[src/rtl/ct_pkg.sv]
// Shared field layout, limits, time struct and load validation for current_time_counter.
package ct_pkg;

    localparam int CT_W       = 22;
    localparam int DAY_LSB    = 19;
    localparam int DAY_W      = 3;
    localparam int HOUR_LSB   = 14;
    localparam int HOUR_W     = 5;
    localparam int MIN_T_LSB  = 11;
    localparam int MIN_T_W    = 3;
    localparam int MIN_O_LSB  = 7;
    localparam int MIN_O_W    = 4;
    localparam int SEC_T_LSB  = 4;
    localparam int SEC_T_W    = 3;
    localparam int SEC_O_LSB  = 0;
    localparam int SEC_O_W    = 4;
    localparam int LEGACY_LSB = 7;
    localparam int LEGACY_W   = 15;

    localparam int HOUR_MAX = 23;
    localparam int TENS_MAX = 5;
    localparam int ONES_MAX = 9;

    typedef struct packed {
        logic [DAY_W-1:0]   day;
        logic [HOUR_W-1:0]  hour;
        logic [MIN_T_W-1:0] min_t;
        logic [MIN_O_W-1:0] min_o;
        logic [SEC_T_W-1:0] sec_t;
        logic [SEC_O_W-1:0] sec_o;
    } ct_time_t;

    function automatic logic ct_valid(input ct_time_t t, input int unsigned week_days);
        return (t.hour  <= HOUR_W'(HOUR_MAX)) &&
               (t.min_t <= MIN_T_W'(TENS_MAX)) &&
               (t.min_o <= MIN_O_W'(ONES_MAX)) &&
               (t.sec_t <= SEC_T_W'(TENS_MAX)) &&
               (t.sec_o <= SEC_O_W'(ONES_MAX)) &&
               (32'(t.day) < week_days);
    endfunction

endpackage

[src/rtl/ct_prescaler.sv]
// Modulo-TICKS counter; tc is high on the enabled cycle that wraps the count.
module ct_prescaler #(
    parameter int TICKS = 4
) (
    input  logic clk,
    input  logic srst,
    input  logic en,
    input  logic load_zero,
    output logic tc
);

    localparam int CW = (TICKS > 1) ? $clog2(TICKS) : 1;

    logic [CW-1:0] count_reg;

    assign tc = en && (count_reg == CW'(TICKS - 1));

    always_ff @(posedge clk) begin
        if (srst || load_zero) begin
            count_reg <= '0;
        end else if (en) begin
            count_reg <= tc ? '0 : count_reg + 1'b1;
        end
    end

endmodule

[src/rtl/current_time_counter.sv]
// Day/hour/minute/second counter with prescaler, validated load and 12-hour view.
// Optional alarm compare (ATI/Match) is built when CT_ALARM_EN is defined.
module current_time_counter
    import ct_pkg::*;
#(
    parameter int TICKS_PER_SEC = 4,
    parameter int WEEK_DAYS     = 7
) (
    input  logic            Clock,
    input  logic            Clear,
    input  logic            Enable,
    input  logic            LD,
    input  logic [CT_W-1:0] CTI,
    input  logic            Mode12,
    output logic [CT_W-1:0] CTO,
    output logic [3:0]      Hour12,
    output logic            PM,
    output logic            SecTick,
    output logic            DayRoll,
`ifdef CT_ALARM_EN
    input  logic [LEGACY_W-1:0] ATI,
    output logic                Match,
`endif
    output logic            LdErr
);

    localparam logic [DAY_W-1:0] DAY_LAST = DAY_W'(WEEK_DAYS - 1);

    ct_time_t time_reg;
    ct_time_t time_next;
    ct_time_t cti_time;
    logic     sec_tick_reg;
    logic     day_roll_reg;
    logic     ld_err_reg;
    logic     day_roll_next;
    logic     ld_ok;
    logic     tick;

    assign cti_time = ct_time_t'(CTI);
    assign ld_ok    = ct_valid(cti_time, WEEK_DAYS);

    // A load (valid or not) freezes the prescaler for that edge, so a
    // coincident terminal tick is dropped rather than applied afterwards.
    ct_prescaler #(
        .TICKS     (TICKS_PER_SEC)
    ) u_prescaler (
        .clk       (Clock),
        .srst      (Clear),
        .en        (Enable && !LD),
        .load_zero (LD && ld_ok),
        .tc        (tick)
    );

    always_comb begin
        time_next     = time_reg;
        day_roll_next = 1'b0;
        if (time_reg.sec_o != SEC_O_W'(ONES_MAX)) begin
            time_next.sec_o = time_reg.sec_o + 1'b1;
        end else begin
            time_next.sec_o = '0;
            if (time_reg.sec_t != SEC_T_W'(TENS_MAX)) begin
                time_next.sec_t = time_reg.sec_t + 1'b1;
            end else begin
                time_next.sec_t = '0;
                if (time_reg.min_o != MIN_O_W'(ONES_MAX)) begin
                    time_next.min_o = time_reg.min_o + 1'b1;
                end else begin
                    time_next.min_o = '0;
                    if (time_reg.min_t != MIN_T_W'(TENS_MAX)) begin
                        time_next.min_t = time_reg.min_t + 1'b1;
                    end else begin
                        time_next.min_t = '0;
                        if (time_reg.hour != HOUR_W'(HOUR_MAX)) begin
                            time_next.hour = time_reg.hour + 1'b1;
                        end else begin
                            time_next.hour = '0;
                            day_roll_next  = 1'b1;
                            time_next.day  = (time_reg.day == DAY_LAST) ? '0 : time_reg.day + 1'b1;
                        end
                    end
                end
            end
        end
    end

    always_ff @(posedge Clock) begin
        if (Clear) begin
            time_reg     <= '0;
            sec_tick_reg <= 1'b0;
            day_roll_reg <= 1'b0;
            ld_err_reg   <= 1'b0;
        end else begin
            sec_tick_reg <= 1'b0;
            day_roll_reg <= 1'b0;
            ld_err_reg   <= 1'b0;
            if (LD) begin
                if (ld_ok) begin
                    time_reg <= cti_time;
                end else begin
                    ld_err_reg <= 1'b1;
                end
            end else if (tick) begin
                time_reg     <= time_next;
                sec_tick_reg <= 1'b1;
                day_roll_reg <= day_roll_next;
            end
        end
    end

`ifdef CT_ALARM_EN
    logic match_reg;
    logic load_hit;
    logic tick_hit;

    assign load_hit = LD && ld_ok && (cti_time.sec_t == '0) && (cti_time.sec_o == '0) &&
                      (CTI[CT_W-1:LEGACY_LSB] == ATI);
    assign tick_hit = !LD && tick && (time_next.sec_t == '0) && (time_next.sec_o == '0) &&
                      (time_next[CT_W-1:LEGACY_LSB] == ATI);

    always_ff @(posedge Clock) begin
        if (Clear) begin
            match_reg <= 1'b0;
        end else begin
            match_reg <= load_hit || tick_hit;
        end
    end

    assign Match = match_reg;
`endif

    always_comb begin
        Hour12 = '0;
        PM     = 1'b0;
        if (Mode12) begin
            PM = (time_reg.hour >= 5'd12);
            if (time_reg.hour == 5'd0) begin
                Hour12 = 4'd12;
            end else if (time_reg.hour > 5'd12) begin
                Hour12 = 4'(time_reg.hour - 5'd12);
            end else begin
                Hour12 = time_reg.hour[3:0];
            end
        end
    end

    assign CTO     = time_reg;
    assign SecTick = sec_tick_reg;
    assign DayRoll = day_roll_reg;
    assign LdErr   = ld_err_reg;

endmodule

[config.mk]
export PLATFORM = sky130hd
export DESIGN_NAME = current_time_counter
export DESIGN_NICKNAME = d
export VERILOG_FILES = /design/src/rtl/ct_pkg.sv /design/src/rtl/ct_prescaler.sv /design/src/rtl/current_time_counter.sv
export SDC_FILE = /design/constraint.sdc
export NUM_CORES = 1
export LEC_CHECK = 0
export ABC_AREA = 1
export BUFFER_PORTS_ARGS = -buffer_cell sky130_fd_sc_hd__buf_2
export CAP_MARGIN = 10
export CELL_PAD_IN_SITES_DETAIL_PLACEMENT = 0
export CELL_PAD_IN_SITES_GLOBAL_PLACEMENT = 2
export CORE_ASPECT_RATIO = 2
export CORE_MARGIN = 10
export CORE_UTILIZATION = 24
export CTS_BUF_LIST = sky130_fd_sc_hd__clkbuf_8
export DETAILED_ROUTE_END_ITERATION = 10
export PLACE_DENSITY_LB_ADDON = 0.1
export SYNTH_ARGS = -nofsm -noshare
export SYNTH_HDL_FRONTEND = slang
export SYNTH_SLANG_ARGS = --single-unit
[constraint.sdc]
create_clock -name Clock -period 1.4 [get_ports Clock]
set_input_delay 0.28 -clock Clock [delete_from_list [all_inputs] [get_ports Clock]]
set_output_delay 0.28 -clock Clock [all_outputs]
set_load 0.05 [all_outputs]
-- Word-level counts from Yosys, hierarchy flattened
Index checks and enable logic that the tools add are counted.
- equality and inequality tests: 13
- muxes and demuxes: 22
- add/subtract/negate cells: 8
- $lt $le $gt $ge: 8
- bitwise gates (word level): 2
- reduce and logical (&&, ||, !) cells: 21
- operators by type and width (kind ; count):
    $mux W22 ; 3
    $mux W4 ; 5
    $mux W18 ; 1
    $mux W15 ; 1
    $mux W3 ; 4
    $mux W11 ; 1
    $ne A2 B2 Y1 const B ; 5
    $add A3 B1 Y3 const B ; 3
    $add A4 B1 Y4 const B ; 2
    $le A4 B4 Y1 const B ; 2
    $logic_and A1 B1 Y1 ; 8
    $mux W8 ; 1
    $ne A4 B4 Y1 const B ; 2
    $reduce_and A7 Y1 ; 1
    $reduce_or A7 Y1 ; 1
    $le A3 B3 Y1 const B ; 2
    $ne A3 B3 Y1 const B ; 2
    $reduce_and A6 Y1 ; 1
    $add A5 B1 Y5 const B ; 1
    $ge A5 B4 Y1 const B ; 1
    $gt A5 B4 Y1 const B ; 1
    $le A5 B5 Y1 const B ; 1
    $logic_not A5 Y1 ; 1
    $mux W5 ; 1
    18 further kinds ; 23
- register bits: 27
- output and inout port bits: 30
- word-level logic and storage cells: 84
- bits of input ports: 27

-- Longest topological paths before layout
Gate-level depths: netlist of run 1.
- depth after elaboration: 9
- gate-level depth with buffers: 10
- mapped depth without buffers: 10

-- By module
From an unflattened synthesis of run 1, not the netlist that was laid out.
- cells, all modules: 294
- area total of the unflattened synthesis: 1833.0 sq um
- modules (own cells, without submodules) (module ; times used ; sequential area each (sq um) ; cells an instance ; area each (sq um)):
    current_time_counter ; 1 ; 500.5 ; 278 ; 1727.9
    ct_prescaler ; 1 ; 40.0 ; 16 ; 105.1

-- Worst setup path before layout of run 1
No wires, ideal clock.
- path kind: reg2out
- from: register time_reg, in the netlist CTO[16]
- to: output port Hour12[0]
- path buffers: 0
- stages on the path, launching flop included: 6
- data required time: 1.120 ns
- data arrival time: 2.300 ns
- path slack: -1.180 ns
- cell sequence: dfxtp_1 > inv_1 > ha_1 > nand3_1 > inv_1 > nor3_1
- cells in the longest elaborated chain, start to end: 4
- elaborated cells on any way between the ends: 5
- those cells by class: order compare: 1; mux: 3; reduce/logical: 1
- ends and longest elaborated chain (item ; RTL line ; text):
    start, declared ; current_time_counter.sv:29 ; ct_time_t time_reg;
    start signal, assigned ; current_time_counter.sv:98 ; time_reg <= cti_time;
    start signal, assigned ; current_time_counter.sv:103 ; time_reg <= time_next;
    $gt A5 B4 Y1 ; current_time_counter.sv:138 ; end else if (time_reg.hour > 5'd12) begin
    $mux W4 ; current_time_counter.sv:138 ;
    $mux W4 (*) ; current_time_counter.sv:136 ; if (time_reg.hour == 5'd0) begin
    $mux W4 (*) ; current_time_counter.sv:134 ; if (Mode12) begin
    end, declared ; current_time_counter.sv:16 ; output logic [3:0] Hour12,
Every way passes the cells marked *; elsewhere a longest branch is shown, timed or not.

-- Worst setup path in the final report of run 1
- from: register time_reg, in the netlist CTO[15]
- to: output port Hour12[2]
- cells in the longest elaborated chain, start to end: 4
- elaborated cells on any way between the ends: 6
- those cells by class: add/sub: 1; order compare: 1; mux: 3; reduce/logical: 1
- ends and longest elaborated chain (item ; RTL line):
    $sub A4 B4 Y4 or $gt A5 B4 Y1 (tied branches) ; current_time_counter.sv:139, current_time_counter.sv:138
    $mux W4 ; current_time_counter.sv:138
    $mux W4 (*) ; current_time_counter.sv:136
    $mux W4 (*) ; current_time_counter.sv:134
Marks and branches as above.

==> flow_summary.toml, run 1 <==
[pwr]
pwr-share-seq_pct = 42.4
internal-power_uw = 1223
peakVddDrop_mv = 0.3184
power.share.clock_pct = 26.7
comb_power_share_pct = 30.9
p_switching_uw = 668.3
p_leak_uw = 0.001618
p_total_uw = 1891
p_per_area_nw_per_um2 = 595.9
netSwitchingFraction_pct = 35.34

[die]
core_area_um2 = 7601
die_x_um = 82.34
io-pin-count = 57
start_util_pct = 24.54
rows = 45
fp.dieH_um = 144.7
die_area_um2 = 11910

[detailed_routing]
drt_iter0_markers = 68
dr.pass1.iters = 4
wl_um = 6956
drc_errors = 0
wl_per_cell_um = 13.43
vias = 2294
vias_per_cell = 4.429
ant_nets = 0

[sta]
worstMarginPinSlew_ns = 0.3054
maxSlewViolCount = 0
hold_viol = 0
tns_ns = -2.588
max_slew_margin_pct = 79.64
min_period_ns = 1.870
period_share_pct = 133.6
clock.fmax_mhz = 534.8
setup_ws_ns = -0.4698
rsz0062_at_grt = "yes"
clock-skew-final_ns = 0.004453
finalSetupViolCount = 13

[clocking]
cts_buffer_depth = 2
cts_inserted_buffers = 3
insertion_delay_ns = 0.29
path_clk_slew_ns = 0.11
htreeDepth = 1
clock_sinks = 27
root_buffer = "clkbuf_8"
ctsHoldBuffers = 0
cts_tree = "built"

[place]
io_buffers = 56
dp_hpwl_um = 5665
pre_cts_ws_ns = -0.1992
routabilityCongestion = 0.7923
placed_area_um2 = 2789

[logic_synthesis]
synth_top_cells_by_count = "96 x nand2_1, 41 x nor2_1, 36 x inv_1, 27 x dfxtp_1, 17 x a21oi_1"
synthesis.nets = 337
netlist_area_um2 = 1866
synth.area.top_cells = "dfxtp_1 29%, nand2_1 19%, nor2_1 8.2%, inv_1 7.2%, a21oi_1 4.6%"
yosysSeqAreaShare_pct = 28.97
avgSynthCellArea_um2 = 6.137
synth.top_cell.area_share_pct = 28.97
ys_async_sr_fraction_pct = 0
synth_seq_cells = 27
yosysTopAreaCell = "dfxtp_1"
synth_cells = 304
synthDistinctLibCells = 31
ys.warnings.count = 0
synth_flop_cell = "dfxtp_1"
synth_edf_count = 0
synth_most_common_cell = "nand2_1"

[worst_hold_path]
hold_class = "in2reg"

[setup_path]
worst_setup_path_start_kind = "register"
path_buf_inv = 3
crit_arrival_ns = 1.59
crit_chain = "inv_4, ha_4, nand3_4, nand2_4, a21oi_2, o21ai_1, nand2_1, clkinvlp_4, buf_8"
slowest_stage = "dfxtp_4"
crit_type = "reg2out"
cp.required_ns = 1.12
slowest_delay_ns = 0.37
cp_max_fo = 3
path_delay_family = "flip-flops"
critPathCaptureType = "primary output"

[outcome]
violations = "negative setup slack"
outcome = "complete, but fails checks"

[cells_and_area]
num_antenna_cells = 0
utilization_pct = 41.74
stdcell_area_um2 = 3173
largest_reg_flops = 22
areaGrowthSynthToFinish_pct = 70.09
drive_above_1_share_pct = 50.24
layout.nets = 458

[job]
cap_viol_max_count = 0

[global_routing]
grt_use_total_pct = 11.90
grt_pass1_wl_um = 11030
grt_overflow_total = 0
grt_max_degree = 16
antenna_found_initial = 0
grt_pass1_vias = 2396
## worst register-to-register path, delay by kind of cell, from the launching register on
kind,cells,cell delay (ns)
xor+xnor,1,0.13
simple gates,3,0.21
fa+ha+maj,1,0.16
compound gates,1,0.17
buf+inv,4,0.47
flops,1,0.37
## timing repair
item                       4_1_cts  5_1_grt
cloned                           0        1
setup endpoints to repair       12       26
gates resized for setup         29       47
setup buffers                    5        4
pin swaps                       13       23
## power groups by stage
stage | logic, uW | clock network (uW) | registers, uW
global route | 644 | 541 | 806
CTS | 557 | 527 | 799
global placement | 532 | 0 | 816
finish | 585 | 504 | 802
floorplan | 229 | 0 | 894
detailed placement | 532 | 0 | 817
## metal layers
layer  GRT usage (%)  vias to the layer above  share of wire, %
met3           2.163                        7               5.1
met2           23.75                       42                58
li1                -                     1192                 -
met4           4.865                        0               1.8
met1           10.86                     1053                35
met5               0                        -                 0
## final timing paths
check	startpoint	to	slack, ns	cells past startpoint
hold / removal	Clear	CTO[9]$_SDFFE_PP0P_	0.28	2
hold reg to reg	u_prescaler.count_reg[1]$_SDFFE_PP0P_	u_prescaler.count_reg[1]$_SDFFE_PP0P_	0.49	2
setup / recovery	CTO[15]$_SDFFE_PP0P_	Hour12[2]	-0.47	9
setup reg to reg	CTO[14]$_SDFFE_PP0P_	CTO[16]$_SDFFE_PP0P_	-0.20	10
## cell type report
class | instances | area [um2]
well taps | 94 | 117.6
repair buffers | 122 | 868.3
multi-input cells | 226 | 1366
fillers | 859 | 4428
flip-flops and latches | 27 | 583.1
inverters | 45 | 191.4
clock buffers | 3 | 41.29
clock inverters | 1 | 5.005
## stage by stage
step,hold slack (ns),instances
6_report,0.2804,518
5_1_grt,0.2944,518
4_1_cts,0.2773,513
3_5_place_dp,0.4608,505
3_3_place_gp,0.4502,505
2_1_floorplan,0.4399,304
## layout by cell type, fill, tap and decap left out, drive strengths merged
master | synthesis | layout
a21boi | 2 | 2
a21oi | 17 | 17
a22o | 3 | 3
a22oi | 1 | 1
a32oi | 1 | 1
buf | 3 | 122
clkbuf | 4 | 3
clkinv | 1 | 2
clkinvlp | 0 | 2
dfxtp | 27 | 27
ha | 6 | 6
inv | 44 | 42
nand2 | 102 | 102
nand3 | 18 | 19
nand4 | 3 | 3
nor2 | 44 | 44
nor3 | 3 | 3
nor4b | 1 | 1
o21ai | 18 | 18
o21bai | 1 | 1
xor2 | 5 | 5
## kinds of logic after synthesis
logic type	count (synthesis)	synth area share [%]
XOR/XNOR	5	2.347
AND/OR/NAND/NOR	171	40.64
flip-flops	27	28.97
AO/OA/AOI/OAI	43	12.88
buffers and inverters	52	11.13
adder cells (fa/ha/maj)	6	4.024
No activity file was read; power rests on OpenSTA's default activity.
==> run 2: changes to the inputs <==
Settings changed: SYNTH_HIERARCHICAL set to 1.
==> run 2 against run 1 <==
  * The flow still finishes with violations (negative setup slack)
  * Critical endpoint is now Hour12[3]
  * First-iteration DRC count decreased by 10%
  * Via count rose by 0.26%
  * Setup slack gained 0.068 ns
==> flow_summary.toml, run 2 <==
[outcome]
outcome = "complete, but fails checks"
violations = "negative setup slack"

[detailed_routing]
wl_um = 7169
dr.pass1.iters = 4
drc_errors = 0
drt_iter0_markers = 61
wl_per_cell_um = 14.06
vias_per_cell = 4.510
ant_nets = 0
vias = 2300

[cells_and_area]
layout_common_cells = "64 x nand2_1, 57 x buf_4, 51 x buf_2"
num_antenna_cells = 0
final_common_cell = "nand2_1"
utilization_pct = 42.24
largest_reg_flops = 22
areaGrowthSynthToFinish_pct = 73.86
layout.nets = 450
drive_above_1_share_pct = 51.20

[setup_path]
crit_arrival_ns = 1.52
worstReg2RegEnd = "CTO[8]$_SDFFE_PP0P_"
crit_chain = "inv_4, ha_4, nand3_4, nand2_4, inv_4, nand2_2, nand3_2, nand2_2, clkinvlp_4, buf_8"
reg2reg_from = "u_prescaler/count_reg[0]$_SDFFE_PP0P_"
cp.required_ns = 1.12
slowest_stage = "dfxtp_4"
critPathCaptureType = "primary output"
path_delay_family = "simple AND/OR/NAND/NOR gates"
path_buf_inv = 4
cp_max_fo = 3
worst_setup_path_start_kind = "register"
crit_type = "reg2out"
reg2regPathDepth = 11
slowest_delay_ns = 0.37
r2r_slack_ns = -0.12

[die]
core_area_um2 = 7545
fp.dieH_um = 143.6
die_x_um = 81.80
die_area_um2 = 11740
io-pin-count = 57
rows = 45
start_util_pct = 24.30

[pwr]
internal-power_uw = 1364
p_switching_uw = 843.8
pwr-share-seq_pct = 37.9
comb_power_share_pct = 40.8
power.share.clock_pct = 21.3
p_leak_uw = 0.001625
peakVddDrop_mv = 0.3341
p_per_area_nw_per_um2 = 692.8
netSwitchingFraction_pct = 38.22

[place]
routabilityCongestion = 0.8096
dp_hpwl_um = 5937
io_buffers = 56

[clocking]
clock_sinks = 27
cts_inserted_buffers = 3
htreeDepth = 1
cts_tree = "built"
path_clk_slew_ns = 0.10
cts_buffer_depth = 2
insertion_delay_ns = 0.29
ctsHoldBuffers = 0
root_buffer = "clkbuf_8"

[sta]
period_share_pct = 128.7
worstMarginPinSlew_ns = 0.3355
finalSetupViolCount = 20
rsz0062_at_grt = "yes"
clock.fmax_mhz = 555.0
setup_ws_ns = -0.4019
maxSlewViolCount = 0
clock-skew-final_ns = 0.002256
whs_ns = 0.2359
hold_viol = 0
tns_ns = -3.047
min_period_ns = 1.802
max_slew_margin_pct = 77.56

[logic_synthesis]
synthDistinctLibCells = 33
synth_edf_count = 0
synth_cells = 294
synthAdderAreaFrac_pct = 4.096
synth_top_cells_by_count = "83 x nand2_1, 43 x inv_1, 39 x nor2_1, 27 x dfxtp_1, 18 x a21oi_1"
synth.top_cell.area_share_pct = 29.49
synth_top_family_by_area = "simple AND/OR/NAND/NOR gates"
synth_most_common_cell = "nand2_1"
ys_async_sr_fraction_pct = 0
yosysTopAreaCell = "dfxtp_1"
synth_flop_cell = "dfxtp_1"
ys.warnings.count = 6
synth_compound_area_share_pct = 14.47
synth-simple-area-share_pct = 37.61
netlist_area_um2 = 1833
yosysSeqAreaShare_pct = 29.49
synthXorXnorAreaFrac_pct = 2.389
synth.area.top_cells = "dfxtp_1 29%, nand2_1 17%, inv_1 8.8%, nor2_1 8.0%, a21oi_1 4.9%"
synthesis.nets = 327
avgSynthCellArea_um2 = 6.235
muxShareOfSynthArea_pct = 0
synth_seq_cells = 27

[worst_hold_path]
hold_path_depth = 3
hp-start = "CTI[0]"
hold_class = "in2reg"
holdPathEnd = "CTO[0]$_SDFFE_PP0P_"

[global_routing]
grt_overflow_total = 0
antenna_found_initial = 0
grt_pass1_wl_um = 11550
grt_max_degree = 19
grt_pass1_vias = 2442
grt_use_total_pct = 12.66

[job]
cap_viol_max_count = 0
-- run 2: changes by cell type after synthesis, sizes merged, moves of 2 or more --
cell and delta:
a31oi +2, nand2 -15, a22o +2, nand4 +4, nor2 -2, a21boi -2, clkbuf -3, nand3 -2
inv +3
-- run 2: logic make-up after synthesis --
kind of cell             Yosys count
AO/OA/AOI/OAI                     45
XOR/XNOR                           5
adder cells (fa/ha/maj)            6
buffers and inverters             53
flip-flops                        27
AND/OR/NAND/NOR                  158
-- run 2: through the flow --
stage / power (uW) / area, um2 / instances / worst slack, ns
6_report: 2208 / 3187 / 510 / -0.4019
4_1_cts: 2215 / 3089 / 510 / -0.4266
5_1_grt: 2338 / 3187 / 510 / -0.4885
2_1_floorplan: 1347 / 1997 / 294 / -0.2559
3_3_place_gp: 1638 / 2785 / 497 / -0.2012
3_5_place_dp: 1642 / 2785 / 497 / -0.2319
-- run 2: area by class of cell --
cell class / count / area, um2
Sequential cell: 27 / 568.0
Inverter: 48 / 220.2
Clock inverter: 1 / 3.754
Multi-Input combinational cell: 215 / 1379
Fill cell: 873 / 4358
Timing Repair Buffer: 122 / 857.1
Tap cell: 94 / 117.6
Clock buffer: 3 / 41.29
-- run 2: routing by layer --
layer / up-vias / wire, um / part of all wire (%) / GRT usage, %
met2: 46 / 4300 / 60 / 25.48
met4: 0 / 265 / 3.7 / 5.676
met3: 15 / 274 / 3.8 / 2.003
li1: 1181 / - / - / -
met5: - / 0 / 0 / 0
met1: 1058 / 2329 / 32 / 11.36
-- run 2: worst max path at each step --
stage,endpoint,slack (ns),from,depth (start not counted)
global route,Hour12[3],-0.49,CTO[15]$_SDFFE_PP0P_,10
global placement,CTO[19]$_SDFFE_PP0P_,-0.20,Enable,11
detailed placement,CTO[19]$_SDFFE_PP0P_,-0.23,Enable,11
finish,Hour12[3],-0.40,CTO[15]$_SDFFE_PP0P_,10
floorplan,CTO[16]$_SDFFE_PP0P_,-0.26,LD,10
CTS,Hour12[3],-0.43,CTO[14]$_SDFFE_PP0P_,10
-- run 2: worst min-delay path: stages --
cell and delay [ns]:
buf_2 0.10, nand2_1 0.06, a21oi_1 0.05
-- run 2: power by group through the flow --
stage | registers [uW] | clock network, uW | logic (uW)
after global placement | 853 | 0 | 786
after CTS | 838 | 493 | 884
after detailed placement | 852 | 0 | 790
after global routing | 843 | 510 | 986
after floorplan | 984 | 0 | 363
final | 837 | 470 | 900
-- run 2: timing repair --
action | in CTS | in global routing
resized for setup | 52 | 30
setup buffers | 8 | 0
gates cloned | 1 | 0
pin swaps | 18 | 9
endpoints found under the setup margin | 23 | 28
